<file path="config.mk">
export PLATFORM = sky130hd
export DESIGN_NAME = seg7_scan_driver
export DESIGN_NICKNAME = d
export VERILOG_FILES = /design/src/rtl/seg7_scan_driver_pkg.sv /design/src/rtl/seg7_hex_decode.sv /design/src/rtl/seg7_scan_driver.sv
export SDC_FILE = /design/constraint.sdc
export NUM_CORES = 1
export LEC_CHECK = 0
export CORE_MARGIN = 5
export CORE_UTILIZATION = 47
export CTS_BUF_LIST = sky130_fd_sc_hd__clkbuf_8
export CTS_CLUSTER_SIZE = 16
export DETAILED_ROUTE_END_ITERATION = 8
export GPL_TIMING_DRIVEN = 1
export PLACE_DENSITY = 0.71
export SYNTH_ARGS = -nofsm -noshare
export SYNTH_HDL_FRONTEND = slang
export SYNTH_SLANG_ARGS = --single-unit
</file>
<file path="constraint.sdc">
create_clock -name clk -period 5.06 [get_ports clk]
set_clock_uncertainty 0.2 [all_clocks]
set_input_delay 1.012 -clock clk [delete_from_list [all_inputs] [get_ports clk]]
set_output_delay 1.012 -clock clk [all_outputs]
set_load 0.05 [all_outputs]
</file>
<file path="src/rtl/seg7_scan_driver_pkg.sv">
// Shared constants for the multiplexed seven-segment scan driver:
// active-low segment patterns and parameter legality limits.
package seg7_scan_driver_pkg;

    localparam logic [6:0] SEG_BLANK = 7'b1111111;

    // Segments a..g on bits 6..0, active-low; entry n is the glyph for nibble n.
    localparam logic [15:0][6:0] SEG_HEX = {
        7'b0111000,  // F
        7'b0110000,  // E
        7'b1000010,  // d
        7'b0110001,  // C
        7'b1100000,  // b
        7'b0001000,  // A
        7'b0001100,  // 9
        7'b0000000,  // 8
        7'b0001111,  // 7
        7'b0100000,  // 6
        7'b0100100,  // 5
        7'b1001100,  // 4
        7'b0000110,  // 3
        7'b0010010,  // 2
        7'b1001111,  // 1
        7'b0000001   // 0
    };

    localparam int NDIG_MIN = 1;
    localparam int NDIG_MAX = 8;
    localparam int DIV_MIN  = 2;
    localparam int DIV_MAX  = 1 << 20;

    function automatic bit params_legal(input int ndig, input int div, input int guard);
        return (ndig >= NDIG_MIN) && (ndig <= NDIG_MAX) &&
               (div >= DIV_MIN) && (div <= DIV_MAX) &&
               (guard >= 0) && (guard <= div - 1);
    endfunction

endpackage

</file>
<file path="src/rtl/seg7_hex_decode.sv">
// Combinational nibble to active-low seven-segment decoder with a blank override.
module seg7_hex_decode
    import seg7_scan_driver_pkg::*;
(
    input  logic [3:0] nibble,
    input  logic       blank,
    output logic [6:0] seg
);

    assign seg = blank ? SEG_BLANK : SEG_HEX[nibble];

endmodule

</file>
<file path="src/rtl/seg7_scan_driver.sv">
// Time-multiplexed seven-segment driver: prescaled digit scan, frame-synchronous
// double-buffered display data, anode guard time and leading-zero blanking.
module seg7_scan_driver
    import seg7_scan_driver_pkg::*;
#(
    parameter int NDIG  = 4,
    parameter int DIV   = 50000,
    parameter int GUARD = 1
) (
    input  logic              clk,
    input  logic              rst,
    input  logic              en,
    input  logic              load,
    input  logic [4*NDIG-1:0] value,
    input  logic [NDIG-1:0]   dp,
    input  logic              blank_lz,
    output logic [NDIG-1:0]   an,
    output logic [6:0]        seg,
    output logic              dp_n,
    output logic              pending,
    output logic              frame_done
);

    localparam int IW = (NDIG > 1) ? $clog2(NDIG) : 1;
    localparam int CW = $clog2(DIV);
    localparam logic [IW-1:0] LAST_IDX  = IW'(NDIG - 1);
    localparam logic [CW-1:0] LAST_CNT  = CW'(DIV - 1);
    localparam logic [CW-1:0] GUARD_CNT = CW'(GUARD);

    if (!params_legal(NDIG, DIV, GUARD)) begin : g_param_check
        $error("seg7_scan_driver: illegal NDIG/DIV/GUARD combination");
    end

    logic [CW-1:0]     cnt, cnt_nx;
    logic [IW-1:0]     idx, idx_nx;
    logic [4*NDIG-1:0] pend_value, disp_value, disp_value_nx;
    logic [NDIG-1:0]   pend_dp, disp_dp, disp_dp_nx;
    logic              pend_blz, disp_blz, disp_blz_nx;
    logic              tick, frame_end, apply;
    logic [NDIG-1:0]   zero_from;
    logic              zero_acc;
    logic [3:0]        nibble;
    logic              lz_blank;
    logic [6:0]        dec_seg;
    logic [NDIG-1:0]   an_sel, an_nx;
    logic [6:0]        seg_nx;
    logic              dp_n_nx;

    assign tick      = en && (cnt == LAST_CNT);
    assign frame_end = tick && (idx == LAST_IDX);
    // Only data that was already pending before the boundary cycle is applied.
    assign apply     = frame_end && pending;

    always_comb begin
        cnt_nx = cnt;
        idx_nx = idx;
        if (en) begin
            cnt_nx = (cnt == LAST_CNT) ? '0 : cnt + CW'(1);
        end
        if (tick) begin
            idx_nx = (idx == LAST_IDX) ? '0 : idx + IW'(1);
        end
    end

    assign disp_value_nx = apply ? pend_value : disp_value;
    assign disp_dp_nx    = apply ? pend_dp    : disp_dp;
    assign disp_blz_nx   = apply ? pend_blz   : disp_blz;

    // zero_from[i] is set when digit i and every digit above it are zero.
    always_comb begin
        zero_acc  = 1'b1;
        zero_from = '0;
        for (int i = NDIG - 1; i >= 0; i--) begin
            zero_acc     = zero_acc && (disp_value_nx[4*i +: 4] == 4'd0);
            zero_from[i] = zero_acc;
        end
    end

    // Outputs are built from next-cycle state so they line up with the new index.
    assign nibble   = disp_value_nx[{idx_nx, 2'b00} +: 4];
    assign lz_blank = disp_blz_nx && (idx_nx != '0) && zero_from[idx_nx];

    seg7_hex_decode u_hex_decode (
        .nibble (nibble),
        .blank  (lz_blank),
        .seg    (dec_seg)
    );

    always_comb begin
        an_sel = '1;
        for (int i = 0; i < NDIG; i++) begin
            an_sel[i] = (idx_nx != IW'(i));
        end
    end

    assign an_nx   = (!en || (cnt_nx < GUARD_CNT)) ? '1 : an_sel;
    assign seg_nx  = en ? dec_seg : SEG_BLANK;
    assign dp_n_nx = en ? ~disp_dp_nx[idx_nx] : 1'b1;

    always_ff @(posedge clk or posedge rst) begin
        if (rst) begin
            cnt        <= '0;
            idx        <= '0;
            pend_value <= '0;
            pend_dp    <= '0;
            pend_blz   <= 1'b0;
            pending    <= 1'b0;
            disp_value <= '0;
            disp_dp    <= '0;
            disp_blz   <= 1'b0;
            an         <= '1;
            seg        <= SEG_BLANK;
            dp_n       <= 1'b1;
            frame_done <= 1'b0;
        end else begin
            cnt        <= cnt_nx;
            idx        <= idx_nx;
            disp_value <= disp_value_nx;
            disp_dp    <= disp_dp_nx;
            disp_blz   <= disp_blz_nx;
            if (load) begin
                pend_value <= value;
                pend_dp    <= dp;
                pend_blz   <= blank_lz;
            end
            // A load in the apply cycle keeps pending set for the next frame.
            pending    <= load ? 1'b1 : (apply ? 1'b0 : pending);
            an         <= an_nx;
            seg        <= seg_nx;
            dp_n       <= dp_n_nx;
            frame_done <= frame_end;
        end
    end

endmodule
</file>
# Word-level counts from Yosys, hierarchy flattened
# Memory sizes are Yosys's and may differ from the RTL's.
# Index checks and enable logic that the tools add are counted.
dict set report word_totals {
  reg_bits 74
  latchBits 0
  mem_bits_rw 0
  mem_bits_ro 112
  inputBits 25
  out_inout_bits 14
  word_cells 60
  mem_count 1
}
dict set report classes {
  addsub 2
  multipliers 0
  n_div 0
  magnitude_cmp 3
  eq_ne 5
  n_shift 1
  mux 18
  bitwise_logic 1
  n_reduce_logical 16
}
# name words word_bits read_ports rd_ports_with_merged_regs wr line
set mem_list {}
lappend mem_list {{(name not given)} 16 7 1 0 0 seg7_hex_decode.sv:10} ;# assign seg = blank ? SEG_BLANK : SEG_HEX[nibble];
# operator n
set ops {}
lappend ops {{$mux W16} 3}
lappend ops {{$mux W7} 3}
lappend ops {{$add A16 B1 Y16 const B} 1}
lappend ops {{$eq A16 B16 Y1 const B} 1}
lappend ops {{$logic_not A4 Y1} 4}
lappend ops {{$lt A16 B1 Y1 const B} 1}
lappend ops {{$shiftx A16 B5 Y4} 1}
lappend ops {{$logic_and A1 B1 Y1} 8}
lappend ops {{$mux W4} 2}
lappend ops {{$mux W1} 6}
lappend ops {{$lt A4 B5 Y1 const B} 1}
lappend ops {{$bmux W1 S2} 2}
lappend ops {{$mux W2} 2}
lappend ops {{$ne A2 B2 Y1 const B} 2}
lappend ops {{$reduce_bool A2 Y1} 2}
lappend ops {{$lt A2 B3 Y1 const B} 1}
lappend ops {{$add A2 B1 Y2 const B} 1}
lappend ops {{$eq A2 B2 Y1 const B} 1}
lappend ops {{$ne A2 B1 Y1 const B} 1}
lappend ops {{$logic_not A1 Y1} 1}
lappend ops {{$logic_or A1 B1 Y1} 1}
lappend ops {{$not A1 Y1} 1}

# Logic depth before layout (Yosys ltp)
dict set report logic_depth {
  word_depth 14
  ltp_mapped 15
  depth_no_buf 13
}

# Modules after synthesis
# From an unflattened synthesis, not the netlist that was laid out.
dict set report unflattened {
  hier_cells 361
  hier_area_um2 3616.0
}
# mod n_inst cells_per_inst area_per_inst_um2 seq_area_each_um2
set modules_own_cells {}
lappend modules_own_cells {seg7_scan_driver 1 322 3339.5 1866.8}
lappend modules_own_cells {seg7_hex_decode 1 39 276.5 0.0}

# Worst setup path after synthesis
# Ideal clock, no wire load.
dict set report synth_timing {
  path_type {input to register}
  startpoint {input port en}
  endpoint {register seg[1]}
  setup_time_ps 94
  arrival_ps 3368
  required_ps 4766
  slack_ps 1399
  path_stages 13
  path_buffers 2
  path_cell_list {nand4_1 -> or4_4 -> buf_6 -> bufbuf_16 -> o21ai_0 -> o211ai_1 -> o211ai_1 -> and2_1 -> inv_1 -> ha_1 -> nor3b_1 -> a21oi_1 -> o221ai_1}
}
dict set report synth_via {
  elab_chain_cells 13
  elab_cells_between_ends 23
  classes_between {1 x shift; 8 x mux; 13 x reduce/logical; 1 x memory}
}
# element line
set synth_rtl {}
lappend synth_rtl {{from (decl)} seg7_scan_driver.sv:12} ;# input logic en,
lappend synth_rtl {{parallel branches: the longest is 12 deep, another holds $mem_v2 Z16 W7} -}
lappend synth_rtl {{$mux W7 *} seg7_scan_driver.sv:97} ;# assign seg_nx = en ? dec_seg : SEG_BLANK;
lappend synth_rtl {{via seg_nx[1]} seg7_scan_driver.sv:46} ;# logic [6:0] seg_nx;
lappend synth_rtl {{to (signal assigned)} seg7_scan_driver.sv:129} ;# seg <= seg_nx;
lappend synth_rtl {{to (decl)} seg7_scan_driver.sv:18} ;# output logic [6:0] seg,
# Mark *: on every way through the listed nets, which the timed path passes. The select of a mux whose other input is x is not followed.
# A chain may end at the register's enable or synchronous reset.

# Final worst setup path
dict set report layout_timing {
  startpoint {input port en}
  endpoint {register seg[1]}
}
dict set report layout_via {
  elab_cells_between_ends 23
  classes_between {1 x shift; 8 x mux; 13 x reduce/logical; 1 x memory}
}
# element line
set layout_rtl {}
lappend layout_rtl {{$logic_and A1 B1 Y1 *} seg7_scan_driver.sv:49} ;# assign tick = en && (cnt == LAST_CNT);
lappend layout_rtl {{$mux W2 *} seg7_scan_driver.sv:60} ;# if (tick) begin
lappend layout_rtl {{via idx_nx[1]} seg7_scan_driver.sv:35} ;# logic [IW-1:0] idx, idx_nx;
lappend layout_rtl {{$shiftx A16 B5 Y4 (tied with other cells)} seg7_scan_driver.sv:80} ;# assign nibble = disp_value_nx[{idx_nx, 2'b00} +: 4];
lappend layout_rtl {{$mem_v2 Z16 W7 (tied with other cells)} -}
lappend layout_rtl {{$mux W7 (not written as such) or $logic_and A1 B1 Y1 (tied branches)} {seg7_hex_decode.sv:10, seg7_scan_driver.sv:81}}
lappend layout_rtl {{$mux W7 *} seg7_hex_decode.sv:10}
lappend layout_rtl {{$mux W7 *} seg7_scan_driver.sv:97}
lappend layout_rtl {{via seg_nx[1]} seg7_scan_driver.sv:46}
# Mark *: on every way through the listed nets, which the timed path passes. The rest lies on a longest branch. The select of a mux whose other input is x is not followed.

==> impl_metrics.env <==
export IMPL_worst_pin_slew_ps=981.5
export IMPL_timing_final_hold_violations=0
export IMPL_grtUsageTotal_pct=17.26
export IMPL_path_max_fanout=20
export IMPL_cts_sinks=74
export IMPL_gp_congestion=0.9008
export IMPL_syn_to_final_growth_pct=16.55
export IMPL_initial_core_util_pct=48.81
export IMPL_synth_edf_count=0
export IMPL_grt_pass1_vias=2842
export IMPL_clockBufferDepth=2
export IMPL_worstReg2RegEnd="seg[1]"
export IMPL_min_to="disp_dp[0]"
export IMPL_dr_pass1_iters=5
export IMPL_final_cells=509
export IMPL_synth_seq_cells=74
export IMPL_synthCells=365
export IMPL_root_buffer="clkbuf_8"
export IMPL_setup_viol=0
export IMPL_viasPerCell=5.666
export IMPL_avgSynthCellArea_um2=10.44
export IMPL_insertedDiodeCount=0
export IMPL_fin_nets=435
export IMPL_grt_pass1_wl_um=13780
export IMPL_timing_slew_headroom_pct=34.36
export IMPL_drive_above_1_share_pct=14.99
export IMPL_grt_max_degree=46
export IMPL_ff2ff_path_depth=11
export IMPL_critPathKind="primary input to flop"
export IMPL_ioPinCount=39
export IMPL_vias=2884
export IMPL_yosysWarningCount=0
export IMPL_route_detailed_drc=0
export IMPL_post_cts_setup_buffers=0
export IMPL_status="finished clean"
export IMPL_arrival_ps=4400
export IMPL_synth_nets=398
export IMPL_fill_cells=708
export IMPL_drt_total_wl_um=8138
export IMPL_numCtsBuffers=9
export IMPL_cts_tree="built"
export IMPL_reg2reg_slack_ps=860
export IMPL_core_area_um2=7807
export IMPL_fin_tns_setup_ps=0
export IMPL_layout_commonest_cell="dfrtp_1"
export IMPL_hold_start="disp_dp[0]"
export IMPL_antenna_found_initial=0
export IMPL_place_inst=493
export IMPL_max_cap_violations=0
export IMPL_ys_flop_type="dfrtp_1"
export IMPL_end_kind="flop"
export IMPL_final_cell_mix="dfrtp_1 (62), nand2_1 (49), clkdlybuf4s50_1 (38), o21ai_0 (23), mux2_2 (18)"
export IMPL_final_area_um2=4442
export IMPL_synth_seq_area_share_pct=48.98
export IMPL_htreeDepth=3
export IMPL_rsz0062_at_grt="no"
export IMPL_cp_data_required_time_ps=5130
export IMPL_worstHoldPathCells=2
export IMPL_finalMaxSlewViolations=0
export IMPL_leakagePower_nw=1.953
export IMPL_fmax_mhz=230.8
export IMPL_worstReg2RegStart="cnt[11]"
export IMPL_clk_latency_ps=350
export IMPL_fin_crit_ps=4332
export IMPL_wl_per_cell_um=15.99
export IMPL_dpl_cell_area_um2=4199
export IMPL_drt_iter0_drc=144
export IMPL_ir_worst_vdd_uv=232.8
export IMPL_grt_overflow_total=0
export IMPL_die_area_um2=10010
export IMPL_cts_resized_gates=0
export IMPL_rows=32
export IMPL_synth_cell_type_count=66
export IMPL_die_w_um=100.1
export IMPL_async_flop_share_pct=100.0
export IMPL_ant_nets=0
export IMPL_hp_class="flop to flop"
export IMPL_synth_area_um2=3811
export IMPL_die_y_um=100.1
export IMPL_port_buffers=38
export IMPL_power_density_nw_per_um2=305.9
export IMPL_cp_start_kind="primary input"
export IMPL_dp_hpwl_um=5810
export IMPL_min_period_over_period_pct=85.62
export IMPL_cts_hold_buf=0
export IMPL_path_clk_slew_ps=80
==> where the power goes <==
group	switching [mW]	total, mW	internal [mW]
clock	0.228	0.556	0.327
combinational	0.0723	0.137	0.0650
sequential	0.0348	0.666	0.631
==> logic make-up (layout without fill, tap and decap cells) <==
group,after synthesis,count (layout),synth area share (%)
and+or+nand+nor,131,131,17.93
adders and majority gates,8,8,2.627
muxes,24,24,7.222
AOI/OAI and AO/OA,81,81,14.58
xor gates and xnor gates,12,12,2.758
DFF,74,74,48.98
buffers and inverters,35,77,5.909
==> cell usage after synthesis (8+ instances only) <==
master | instances | area [um^2]
nand4_1 | 8 | 50.05
nor2_1 | 17 | 63.81
ha_1 | 8 | 100.1
dfrtp_1 | 62 | 1551
dfstp_2 | 12 | 315.3
o21ai_0 | 23 | 115.1
a211oi_1 | 9 | 67.56
a21oi_1 | 8 | 40.04
inv_1 | 17 | 63.81
nor4_1 | 8 | 50.05
nand2_1 | 49 | 183.9
nand3_1 | 11 | 55.05
mux2_2 | 18 | 202.7
==> state kept, by name, summed over array words and instances, names as in the netlist <==
name	count
disp_dp	4
disp_blz	1
cnt	16
frame_done	1
idx	2
pending	1
seg	7
disp_value	16
pend_value	16
dp_n	1
an	4
pend_blz	1
pend_dp	4
==> worst max-delay path by stage <==
stage,startpoint,to,cells past startpoint
after CTS,en,seg[1],12
after detailed placement,en,seg[1],12
after global routing,cnt[11],seg[1],11
final,en,seg[1],12
after global placement,en,seg[3],13
after floorplan,en,seg[1],13
==> layout make-up <==
class | instances | area, um^2 | area share [%]
tap | 102 | 127.6 | 2.873
sequential | 74 | 1867 | 42.03
inverter | 18 | 67.56 | 1.521
clock buffer | 9 | 123.9 | 2.789
multi-input combinational | 256 | 1719 | 38.70
timing repair buffer | 43 | 417.9 | 9.408
clock inverter | 7 | 118.9 | 2.676
==> metal layers <==
metal  global-route usage, %  part of all wire (%)
met5                       0                     0
met4                   5.803                   1.8
met3                   4.031                   5.6
met2                   27.66                    47
met1                   23.17                    46
==> per-stage QoR <==
stage          total power [mW]  worst slack [ps]  util (%)  hold slack [ps]
2_1_floorplan            0.7606              1399         -            232.6
3_3_place_gp             0.8110             602.9     53.78            261.1
3_5_place_dp             0.8131             443.6     53.78            259.7
4_1_cts                   1.365             793.4     56.89            282.1
5_1_grt                   1.418             545.3     56.89            315.8
6_report                  1.359             727.6     56.89            275.8
==> critical path, cell delays in order <==
cell and delay [ps]:
clkdlybuf4s50_1 510, nand4_1 190, or4_4 610, mux2i_4 460, inv_2 160, o2111ai_1 130, nand4_1 310, inv_1 200
ha_1 230, nor3b_1 300, a21oi_1 110, o221ai_1 190
(Power assumes the default switching activity.)
